$ cat src/rtl/picorv32_pcpi_initiator_if.sv
// Request, response and PCPI bus bundle for the PCPI initiator.
// master: initiator side; slave: core plus coprocessor side.
interface picorv32_pcpi_initiator_if;
  logic        req_valid;
  logic        req_ready;
  logic [31:0] req_insn;
  logic [31:0] req_rs1;
  logic [31:0] req_rs2;
  logic        rsp_valid;
  logic        rsp_ready;
  logic        rsp_wr;
  logic [31:0] rsp_rd;
  logic        rsp_err;
  logic        pcpi_valid;
  logic [31:0] pcpi_insn;
  logic [31:0] pcpi_rs1;
  logic [31:0] pcpi_rs2;
  logic        pcpi_wr;
  logic [31:0] pcpi_rd;
  logic        pcpi_wait;
  logic        pcpi_ready;

  modport master (
    input  req_valid, req_insn, req_rs1, req_rs2,
    output req_ready,
    output rsp_valid, rsp_wr, rsp_rd, rsp_err,
    input  rsp_ready,
    output pcpi_valid, pcpi_insn, pcpi_rs1, pcpi_rs2,
    input  pcpi_wr, pcpi_rd, pcpi_wait, pcpi_ready
  );

  modport slave (
    output req_valid, req_insn, req_rs1, req_rs2,
    input  req_ready,
    input  rsp_valid, rsp_wr, rsp_rd, rsp_err,
    output rsp_ready,
    input  pcpi_valid, pcpi_insn, pcpi_rs1, pcpi_rs2,
    output pcpi_wr, pcpi_rd, pcpi_wait, pcpi_ready
  );
endinterface

$ cat src/rtl/picorv32_pcpi_initiator.sv
// PCPI initiator: issues one instruction to the coprocessor bus, returns
// result or timeout error. Ports: clk, resetn (sync, low), bus, busy.
module picorv32_pcpi_initiator #(
  parameter int unsigned TIMEOUT_CYCLES = 16,
  parameter int unsigned CNT_W          = 8
) (
  input  logic clk,
  input  logic resetn,
  picorv32_pcpi_initiator_if.master bus,
  output logic busy
);

  typedef enum logic [1:0] {IDLE, ISSUE, RESP} state_t;

  typedef struct packed {
    logic [31:0] insn;
    logic [31:0] rs1;
    logic [31:0] rs2;
  } op_t;

  typedef struct packed {
    logic        wr;
    logic [31:0] rd;
    logic        err;
  } res_t;

  localparam bit TO_EN = (TIMEOUT_CYCLES != 0);
  localparam logic [CNT_W-1:0] RELOAD = CNT_W'(TIMEOUT_CYCLES);

  state_t           state_q, state_d;
  logic [CNT_W-1:0] cnt_q, cnt_d;
  op_t              op_q, op_d;
  res_t             res_q, res_d;
  logic             pv_q, pv_d;
  logic             rv_q, rv_d;

  always_ff @(posedge clk) begin
    if (!resetn) begin
      state_q <= IDLE;
      cnt_q   <= '0;
      op_q    <= '0;
      res_q   <= '0;
      pv_q    <= 1'b0;
      rv_q    <= 1'b0;
    end else begin
      state_q <= state_d;
      cnt_q   <= cnt_d;
      op_q    <= op_d;
      res_q   <= res_d;
      pv_q    <= pv_d;
      rv_q    <= rv_d;
    end
  end

  always_comb begin
    state_d = state_q;
    cnt_d   = cnt_q;
    op_d    = op_q;
    res_d   = res_q;
    pv_d    = pv_q;
    rv_d    = rv_q;
    unique case (state_q)
      IDLE: begin
        if (bus.req_valid) begin
          op_d.insn = bus.req_insn;
          op_d.rs1  = bus.req_rs1;
          op_d.rs2  = bus.req_rs2;
          pv_d      = 1'b1;
          cnt_d     = RELOAD;
          state_d   = ISSUE;
        end
      end
      ISSUE: begin
        // ready beats wait, and both beat the timeout
        if (bus.pcpi_ready) begin
          res_d.wr  = bus.pcpi_wr;
          res_d.rd  = bus.pcpi_wr ? bus.pcpi_rd : '0;
          res_d.err = 1'b0;
          pv_d      = 1'b0;
          rv_d      = 1'b1;
          state_d   = RESP;
        end else if (bus.pcpi_wait) begin
          cnt_d = RELOAD;
        end else if (TO_EN && cnt_q == '0) begin
          res_d.wr  = 1'b0;
          res_d.rd  = '0;
          res_d.err = 1'b1;
          pv_d      = 1'b0;
          rv_d      = 1'b1;
          state_d   = RESP;
        end else if (TO_EN) begin
          cnt_d = cnt_q - CNT_W'(1);
        end
      end
      RESP: begin
        if (bus.rsp_ready) begin
          rv_d    = 1'b0;
          state_d = IDLE;
        end
      end
      default: state_d = IDLE;
    endcase
  end

  always_comb begin
    bus.req_ready  = (state_q == IDLE);
    busy           = (state_q != IDLE);
    bus.pcpi_valid = pv_q;
    bus.pcpi_insn  = op_q.insn;
    bus.pcpi_rs1   = op_q.rs1;
    bus.pcpi_rs2   = op_q.rs2;
    bus.rsp_valid  = rv_q;
    bus.rsp_wr     = res_q.wr;
    bus.rsp_rd     = res_q.rd;
    bus.rsp_err    = res_q.err;
  end

endmodule

$ cat src/flat_wrapper.sv
// flat-port wrapper written by rule: the top's interface ports become plain ports
module picorv32_pcpi_initiator_flat 
#(
  parameter int unsigned TIMEOUT_CYCLES = 16,
  parameter int unsigned CNT_W          = 8
)
  (clk, resetn, busy, bus_req_valid, bus_req_insn, bus_req_rs1, bus_req_rs2, bus_req_ready, bus_rsp_valid, bus_rsp_wr, bus_rsp_rd, bus_rsp_err, bus_rsp_ready, bus_pcpi_valid, bus_pcpi_insn, bus_pcpi_rs1, bus_pcpi_rs2, bus_pcpi_wr, bus_pcpi_rd, bus_pcpi_wait, bus_pcpi_ready);
  picorv32_pcpi_initiator_if bus_i ();
  input  logic clk;
  input  logic resetn;
  output logic busy;
  input wire logic [$bits(bus_i.req_valid)-1:0] bus_req_valid;
  input wire logic [$bits(bus_i.req_insn)-1:0] bus_req_insn;
  input wire logic [$bits(bus_i.req_rs1)-1:0] bus_req_rs1;
  input wire logic [$bits(bus_i.req_rs2)-1:0] bus_req_rs2;
  output wire logic [$bits(bus_i.req_ready)-1:0] bus_req_ready;
  output wire logic [$bits(bus_i.rsp_valid)-1:0] bus_rsp_valid;
  output wire logic [$bits(bus_i.rsp_wr)-1:0] bus_rsp_wr;
  output wire logic [$bits(bus_i.rsp_rd)-1:0] bus_rsp_rd;
  output wire logic [$bits(bus_i.rsp_err)-1:0] bus_rsp_err;
  input wire logic [$bits(bus_i.rsp_ready)-1:0] bus_rsp_ready;
  output wire logic [$bits(bus_i.pcpi_valid)-1:0] bus_pcpi_valid;
  output wire logic [$bits(bus_i.pcpi_insn)-1:0] bus_pcpi_insn;
  output wire logic [$bits(bus_i.pcpi_rs1)-1:0] bus_pcpi_rs1;
  output wire logic [$bits(bus_i.pcpi_rs2)-1:0] bus_pcpi_rs2;
  input wire logic [$bits(bus_i.pcpi_wr)-1:0] bus_pcpi_wr;
  input wire logic [$bits(bus_i.pcpi_rd)-1:0] bus_pcpi_rd;
  input wire logic [$bits(bus_i.pcpi_wait)-1:0] bus_pcpi_wait;
  input wire logic [$bits(bus_i.pcpi_ready)-1:0] bus_pcpi_ready;
  assign bus_i.req_valid = bus_req_valid;
  assign bus_i.req_insn = bus_req_insn;
  assign bus_i.req_rs1 = bus_req_rs1;
  assign bus_i.req_rs2 = bus_req_rs2;
  assign bus_req_ready = bus_i.req_ready;
  assign bus_rsp_valid = bus_i.rsp_valid;
  assign bus_rsp_wr = bus_i.rsp_wr;
  assign bus_rsp_rd = bus_i.rsp_rd;
  assign bus_rsp_err = bus_i.rsp_err;
  assign bus_i.rsp_ready = bus_rsp_ready;
  assign bus_pcpi_valid = bus_i.pcpi_valid;
  assign bus_pcpi_insn = bus_i.pcpi_insn;
  assign bus_pcpi_rs1 = bus_i.pcpi_rs1;
  assign bus_pcpi_rs2 = bus_i.pcpi_rs2;
  assign bus_i.pcpi_wr = bus_pcpi_wr;
  assign bus_i.pcpi_rd = bus_pcpi_rd;
  assign bus_i.pcpi_wait = bus_pcpi_wait;
  assign bus_i.pcpi_ready = bus_pcpi_ready;
  picorv32_pcpi_initiator #(.TIMEOUT_CYCLES(TIMEOUT_CYCLES), .CNT_W(CNT_W)) u_core (.clk(clk), .resetn(resetn), .bus(bus_i), .busy(busy));
endmodule
$ cat config.mk
export PLATFORM = sky130hd
export DESIGN_NAME = picorv32_pcpi_initiator_flat
export DESIGN_NICKNAME = d
export VERILOG_FILES = /design/src/rtl/picorv32_pcpi_initiator_if.sv /design/src/rtl/picorv32_pcpi_initiator.sv /design/src/flat_wrapper.sv
export SDC_FILE = /design/constraint.sdc
export NUM_CORES = 1
export LEC_CHECK = 0
export ABC_AREA = 0
export CORE_MARGIN = 3
export CORE_UTILIZATION = 43
export DETAILED_ROUTE_END_ITERATION = 8
export PLACE_DENSITY = 0.93
export SYNTH_ARGS = -nofsm -noshare
export SYNTH_HDL_FRONTEND = slang
export SYNTH_SLANG_ARGS = --single-unit
export TNS_END_PERCENT = 1
$ cat constraint.sdc
create_clock -name clk -period 4.04 [get_ports clk]
set_clock_uncertainty 0.2 [all_clocks]
set_input_delay 0.404 -clock clk [delete_from_list [all_inputs] [get_ports clk]]
set_output_delay 0.404 -clock clk [all_outputs]
set_load 0.01 [all_outputs]
==> flow_summary.ini, run 1 <==
[worst_setup_path]
path_class = flop to flop
path_max_fanout = 58
cp_data_required_time_ns = 4.16
crit_arrival_ns = 2.48
crit_path_end_kind = flop
max_stage_delay_ns = 0.59
crit_path_start_kind = flop
path_cells = or3b_4, buf_4, nand2_1, a21boi_0
cp_slowest_cell = buf_4

[grt]
grt_max_degree = 70
grt.overflow.total = 0
use_met2_pct = 38.0
antenna_found_initial = 0
grt-busiest-layer = met2
grt_use_met1_pct = 25.6
grt_pass1_vias = 4825
grt_use_met3_pct = 6.84
grt_use_total_pct = 22.0
grt_pass1_wl_um = 23700

[synth]
postSynthCellCount = 577
synth_edf_count = 0
ys_types = 45
synthTopCellsByArea = dfxtp_1 54%, nand2_1 14%, a21boi_1 9.9%
ys_ff_latch = 142
synth_ff_type = dfxtp_1
ys_warn_count = 0
synth_top_area_share_pct = 53.8
postSynthAreaPerCell_sq_um = 9.16
ys_async_sr_fraction_pct = 0
ys_seq_area_share_pct = 53.8
synth_area_sq_mm = 0.00528
synth.largest_area_cell = dfxtp_1
syn_nets = 714

[final_layout]
fillers = 823
fin_nets = 967
area_growth_syn_to_layout_pct = 63.1
diodes = 0
stdcell_area_sq_mm = 0.00862
layout-drive-gt1-share_pct = 6.06
final_common_cell = clkdlybuf4s50_1
final_cell_mix = 267 x clkdlybuf4s50_1, 204 x nand2_1, 142 x dfxtp_1

[placed_design]
gp_congestion = 0.844
place.port_buffers = 268
place_area_sq_mm = 0.00801
dpl.hpwl_um = 11000

[floorplanning]
ios = 269
start_util_pct = 45.1
die_w_um = 117
core_area_sq_mm = 0.0117
row_count = 39
dieArea_sq_mm = 0.0137
die_y_um = 117

[power_and_ir_drop]
max-vdd-ir-drop_mv = 0.264
clockPowerShare_pct = 42.6
power_frac_comb_pct = 16.2
seq_power_share_pct = 41.1
p_per_area_mw_per_mm2 = 434
p_sw_share_pct = 24.0
p_int_w = 0.00284
switchingPower_w = 0.000896
leakagePower_nw = 3.26

[sta]
worstMarginPinSlew_ns = 0.858
period_minus_slack_ns = 2.36
setup_viol = 0
rsz0062_at_grt = no
drv_slew = 0
setup-tns-final_ns = 0
finalCritPeriodShare_pct = 58.3
slew_headroom_pct = 42.6
timing.fmax_mhz = 425
holdWs_ns = 0.0475
hold_violations = 0

[clock_tree]
clk_pin_slew_worst_paths_ns = 0.06
numCtsBuffers = 17
cts_buffer_depth = 2
cts-root-buf = clkbuf_16
insertion_delay_ns = 0.40
clock_sinks = 142
postCtsHoldBufs = 0
cts_tree = built
post_cts_buffers = 0
cts_resized = 0
h-tree-depth = 4

[route]
routed_wl_um = 15400
route.detailed.drc = 0
drtAntennaViolNets = 0
dr.pass1.iters = 4
vias = 4949
drt-vias-per-instance = 5.03
drtIter0Drc = 413
wl_per_cell_um = 15.7

[status]
outcome = finished clean

[job]
cap_violations = 0

[hold_path]
hold_path.class = input pin to flop
layer usage:
metal,wire (um),vias up
met5,0,-
met4,257,0
met3,1340,24
met1,6250,2273
li1,-,2437
met2,7570,215
critical path, delay by kind of cell (launching register included):
family          cells  cell delay [ns]
flops               1             0.55
buf+inv             1             0.59
simple gates        2             0.67
compound gates      1             0.21
registers in the layout, indices dropped and copies added, names as in the netlist:
register and cells:
u_core.bus.pcpi_rs1 32, u_core.bus.pcpi_rs2 32, u_core.bus.pcpi_insn 32, u_core.bus.rsp_valid 1, u_core.state_q 2, u_core.bus.rsp_rd 32, u_core.bus.rsp_err 1, u_core.bus.rsp_wr 1
u_core.bus.pcpi_valid 1, u_core.cnt_q 8
final timing paths:
kind,start,end,slack (ns),cells after the start
worst max-delay path,u_core.state_q[1],u_core.bus.pcpi_rs2[27],1.68,4
worst min register to register,u_core.bus.pcpi_rs2[14],u_core.bus.pcpi_rs2[14],0.25,2
worst max register to register,u_core.state_q[1],u_core.bus.pcpi_rs2[27],1.68,4
worst min-delay path,resetn,u_core.bus.rsp_err,0.05,3
power by group through the flow:
stage	clock network [W]	registers, W	logic (W)
6_report	0.00159	0.00154	0.000607
5_1_grt	0.00168	0.00155	0.000660
4_1_cts	0.00162	0.00154	0.000612
3_5_place_dp	0	0.00157	0.000608
3_3_place_gp	0	0.00156	0.000596
2_1_floorplan	0	0.00160	0.000230
synthesized netlist by cell type (2+ instances only):
cell type  count
a21boi_0      27
a21boi_1      70
a22o_1        32
buf_2         17
clkbuf_1      22
dfxtp_1      142
ha_1           2
inv_1          3
mux2i_1        4
nand2_1      204
nand3b_1       3
nand4_1        3
nor2_1         8
nor3_1         4
nor3b_1        3
o21ai_0        3
or3b_4         2
layout make-up:
| class | count | area [sq um] | share of cell area, % |
|---|---|---|---|
| repair buffers | 275 | 2730 | 31.7 |
| flip-flops and latches | 142 | 2840 | 33.0 |
| clock inverters | 10 | 139 | 1.61 |
| clock buffers | 20 | 467 | 5.42 |
| multi-input cells | 391 | 2250 | 26.1 |
| well taps | 143 | 179 | 2.08 |
| inverters | 3 | 11.3 | 0.131 |
logic make-up after synthesis:
family                     count (synthesis)  synth area share [%]
and+or+nand+nor                          238                  19.1
xor gates and xnor gates                   1                 0.166
muxes                                      4                 0.758
AOI/OAI and AO/OA                        146                  21.9
DFF                                      142                  53.8
adders and majority gates                  2                 0.474
buffers and inverters                     44                  3.74
per-stage QoR:
| stage | utilization, % | total power, W | worst slack (ns) | std cells |
|---|---|---|---|---|
| after floorplan | - | 0.00183 | 2.22 | 577 |
| after global placement | 68.4 | 0.00216 | 1.46 | 954 |
| after detailed placement | 68.4 | 0.00217 | 1.38 | 954 |
| after CTS | 73.6 | 0.00377 | 1.67 | 984 |
| after global routing | 73.6 | 0.00389 | 1.47 | 984 |
| final | 73.6 | 0.00374 | 1.68 | 984 |
Note: power is estimated with default switching activity, not from simulation.
==> inputs of run 2 (changes only) <==
- CORE_UTILIZATION: 43 -> 36
- PLACE_DENSITY: 0.93 -> 0.83
- clock period: 4.04 -> 2 ns (I/O delays scaled with it)
==> flow_summary.ini, run 2 (same netlist as run 1, synthesis figures left out) <==
[sta]
setup-tns-final_ns = 0
slew_headroom_pct = 69.8
period_minus_slack_ns = 1.91
timing.fmax_mhz = 525
worstMarginPinSlew_ns = 0.453
hold_violations = 0
finalCritPeriodShare_pct = 95.3
rsz0062_at_grt = no
drv_slew = 0
setup_viol = 0
holdWs_ns = 0.133

[worst_setup_path]
r2r_start = u_core.cnt_q[0]
r2r_cells = 7
crit_buf_inv = 2
path_cells = inv_1, ha_1, nor3b_4, a31o_2, a21boi_4, buf_12, a22o_1
crit_family = compound AO/OA/AOI/OAI gates
cp_data_required_time_ns = 2.15
path_max_fanout = 34
crit_arrival_ns = 2.06
cp_slowest_cell = dfxtp_1
max_stage_delay_ns = 0.37
r2r_slack_ns = 0.09
path_class = flop to flop
worstReg2RegEnd = u_core.bus.rsp_rd[7]
crit_path_start_kind = flop
crit_path_end_kind = flop

[placed_design]
gp_congestion = 0.837
dpl.hpwl_um = 10900
place.port_buffers = 268

[floorplanning]
row_count = 43
die_w_um = 127
core_area_sq_mm = 0.0141
die_y_um = 127
dieArea_sq_mm = 0.0162
start_util_pct = 37.5
ios = 269

[final_layout]
final_common_cell = clkdlybuf4s50_1
diodes = 0
layout-drive-gt1-share_pct = 7.61
fin_nets = 978
area_growth_syn_to_layout_pct = 68.1
final_cell_mix = 267 x clkdlybuf4s50_1, 204 x nand2_1, 140 x dfxtp_1
final_util_pct = 63.0

[route]
route.detailed.drc = 0
drtAntennaViolNets = 0
vias = 4945
drt-vias-per-instance = 4.78
wl_per_cell_um = 14.9
drtIter0Drc = 221
routed_wl_um = 15400
dr.pass1.iters = 4

[clock_tree]
insertion_delay_ns = 0.41
cts-root-buf = clkbuf_16
post_cts_buffers = 0
cts_buffer_depth = 2
cts_tree = built
clock_sinks = 142
numCtsBuffers = 17
clk_pin_slew_worst_paths_ns = 0.06
h-tree-depth = 4

[grt]
grt.overflow.total = 0
grt_max_degree = 73
antenna_found_initial = 0
grt_pass1_vias = 4996
grt_pass1_wl_um = 24700
grt_use_total_pct = 18.9

[job]
cap_violations = 0

[hold_path]
min_path_cells = 3
min_to = u_core.bus.pcpi_rs1[27]
hold_path.class = input pin to flop
holdCritStartpoint = bus_req_rs1[27]

[power_and_ir_drop]
leakagePower_nw = 3.37
switchingPower_w = 0.00185
clockPowerShare_pct = 44.8
max-vdd-ir-drop_mv = 0.538
p_per_area_mw_per_mm2 = 893
seq_power_share_pct = 39.1
p_sw_share_pct = 23.4
p_int_w = 0.00608
power_frac_comb_pct = 16.2
p_total_w = 0.00794

[status]
outcome = finished clean
run 2: power groups by stage:
stage,logic [W],registers (W),clock network (W)
detailed placement,0.00129,0.00316,0
global placement,0.00128,0.00315,0
floorplan,0.000465,0.00323,0
finish,0.00128,0.00310,0.00355
CTS,0.00130,0.00310,0.00363
global route,0.00139,0.00312,0.00374
run 2: per-stage QoR:
step,cells,area [sq um],worst slack [ns]
5_1_grt,1034,8880,0.0182
3_5_place_dp,1001,8190,0.0526
6_report,1034,8880,0.0944
3_3_place_gp,1001,8190,0.100
2_1_floorplan,577,5280,0.182
4_1_cts,1034,8880,0.0652
run 2: how the worst max path moves through the flow:
stage                                  to  slack (ns)  cells past startpoint               from
finish               u_core.bus.rsp_rd[7]        0.09                      7    u_core.cnt_q[0]
global route         u_core.bus.rsp_rd[7]        0.02                      7    u_core.cnt_q[0]
CTS                         bus_req_ready        0.07                      2  u_core.state_q[1]
detailed placement   u_core.bus.rsp_rd[7]        0.05                      6      bus_pcpi_wait
global placement    u_core.bus.rsp_rd[19]        0.10                      6      bus_pcpi_wait
floorplan           u_core.bus.rsp_rd[10]        0.18                      7    u_core.cnt_q[0]
run 2: what timing repair did:
item,in CTS,in global routing
hold buffers,1,0
pin swaps,0,0
resized for setup,2,2
hold endpoints to repair,4,0
endpoints found under the setup margin,1,2
cloned,0,0
run 2: worst register-to-register path, delay by kind of cell (launching register included):
| kind | cells | cell delay [ns] |
|---|---|---|
| compound gates | 3 | 0.62 |
| flops | 1 | 0.37 |
| fa+ha+maj | 1 | 0.21 |
| simple gates | 1 | 0.17 |
| buf+inv | 2 | 0.28 |
run 2: cell type report:
class	count	area, sq um
multi-input cells	391	2250
fillers	1197	5220
inverters	3	11.3
flip-flops and latches	142	2850
well taps	180	225
clock buffers	18	429
repair buffers	286	2880
clock inverters	14	240
run 2: per-layer routing:
layer | GRT usage (%) | up-vias | wire (um)
met3 | 6.86 | 23 | 1360
met1 | 21.9 | 2255 | 6370
met5 | 0 | - | 0
li1 | - | 2461 | -
met4 | 6.94 | 0 | 314
met2 | 31.9 | 206 | 7350
==> inputs of run 3 (changes only) <==
- MAX_ROUTING_LAYER: default -> met4
==> flow_summary.ini, run 3 (same netlist as run 1, synthesis figures left out) <==
[sta]
worstMarginPinSlew_ns = 0.426
hold_violations = 0
timing.fmax_mhz = 521
setup-tns-final_ns = 0
period_minus_slack_ns = 1.92
drv_slew = 0
setup_viol = 0
fin_ws_ns = 0.0809
finalCritPeriodShare_pct = 96.0
rsz0062_at_grt = no
slew_headroom_pct = 71.6

[floorplanning]
row_count = 43
core_area_sq_mm = 0.0141
ios = 269
die_y_um = 127
start_util_pct = 37.5
die_w_um = 127
dieArea_sq_mm = 0.0162

[worst_setup_path]
path_max_fanout = 34
crit_path_end_kind = flop
cp_data_required_time_ns = 2.15
path_class = flop to flop
r2r_cells = 7
crit_path_start_kind = flop
crit_arrival_ns = 2.07

[placed_design]
dpl.hpwl_um = 10900
place.port_buffers = 268
dp.cells = 1001
gp_congestion = 0.861
pre_cts_ws_ns = 0.0522

[grt]
grt_pass1_vias = 4936
grt_use_total_pct = 19.1
grt.overflow.total = 0
grt_max_degree = 73
antenna_found_initial = 0
grt_pass1_wl_um = 24300

[final_layout]
final_cell_mix = 267 x clkdlybuf4s50_1, 204 x nand2_1, 140 x dfxtp_1
area_growth_syn_to_layout_pct = 67.5
register_area_sq_mm = 0.00285
final_common_cell = clkdlybuf4s50_1
fillers = 1160
multi_input_area_sq_mm = 0.00225
layout-drive-gt1-share_pct = 7.61
diodes = 0
fin_nets = 978
fin_cells = 1034

[clock_tree]
insertion_delay_ns = 0.40
h-tree-depth = 4
cts_buffer_depth = 2
clock_sinks = 142
clk_pin_slew_worst_paths_ns = 0.06
cts_tree = built
numCtsBuffers = 17
cts-root-buf = clkbuf_16

[route]
dr.pass1.iters = 4
drt-vias-per-instance = 4.75
routed_wl_um = 15200
drtIter0Drc = 220
vias = 4913
route.detailed.drc = 0
drtAntennaViolNets = 0
wl_per_cell_um = 14.7

[power_and_ir_drop]
p_total_w = 0.00774
leakagePower_nw = 3.34
max-vdd-ir-drop_mv = 0.517
p_per_area_mw_per_mm2 = 875

[hold_path]
min_path_cells = 3
hold_path.class = input pin to flop

[status]
outcome = finished clean

[job]
cap_violations = 0
run 3: cell type report:
type | instances | area share [%]
timing repair buffer | 286 | 32.5
clock buffer | 19 | 5.12
inverter | 3 | 0.127
sequential | 142 | 32.2
tap | 180 | 2.55
multi-input combinational | 391 | 25.4
clock inverter | 13 | 2.14
run 3: routing by layer:
| metal | global-route usage, % | wire length [um] | part of all wire (%) |
|---|---|---|---|
| met1 | 22.5 | 6620 | 44 |
| met3 | 5.69 | 1030 | 6.8 |
| met5 | - | 0 | 0 |
| met4 | 6.81 | 270 | 1.8 |
| met2 | 31.1 | 7250 | 48 |
run 3: stage by stage:
step	utilization (%)	hold slack (ns)	cell area (sq um)
floorplan	-	0.133	5280
global placement	58.1	0.233	8190
detailed placement	58.1	0.244	8190
CTS	62.8	0.113	8850
global route	62.8	0.126	8850
finish	62.8	0.132	8850
run 3: final timing paths:
check / start / end / slack (ns)
setup reg to reg: u_core.cnt_q[0] / u_core.bus.rsp_rd[31] / 0.08
hold / removal: bus_req_rs1[27] / u_core.bus.pcpi_rs1[27] / 0.13
hold reg to reg: u_core.bus.pcpi_rs1[28] / u_core.bus.pcpi_rs1[28] / 0.25
setup / recovery: u_core.cnt_q[0] / u_core.bus.rsp_rd[31] / 0.08
run 3: power by group:
group | internal, W | switching (W) | leakage [nW]
clock network | 0.00216 | 0.00120 | 0.297
logic | 0.000734 | 0.000546 | 1.88
registers | 0.00300 | 0.0000952 | 1.16
run 3: repair_timing:
action	CTS	global route
setup endpoints to repair	1	0
resized for setup	2	0
buffers inserted	0	0
hold buffers	1	0
hold endpoints to repair	4	0
run 3: critical path: stages, from the launching register on:
cell      delay (ns)
dfxtp_1         0.37
inv_1           0.09
ha_1            0.21
nor3b_4         0.17
a31o_2          0.28
a21boi_4        0.18
buf_12          0.20
a22o_1          0.15
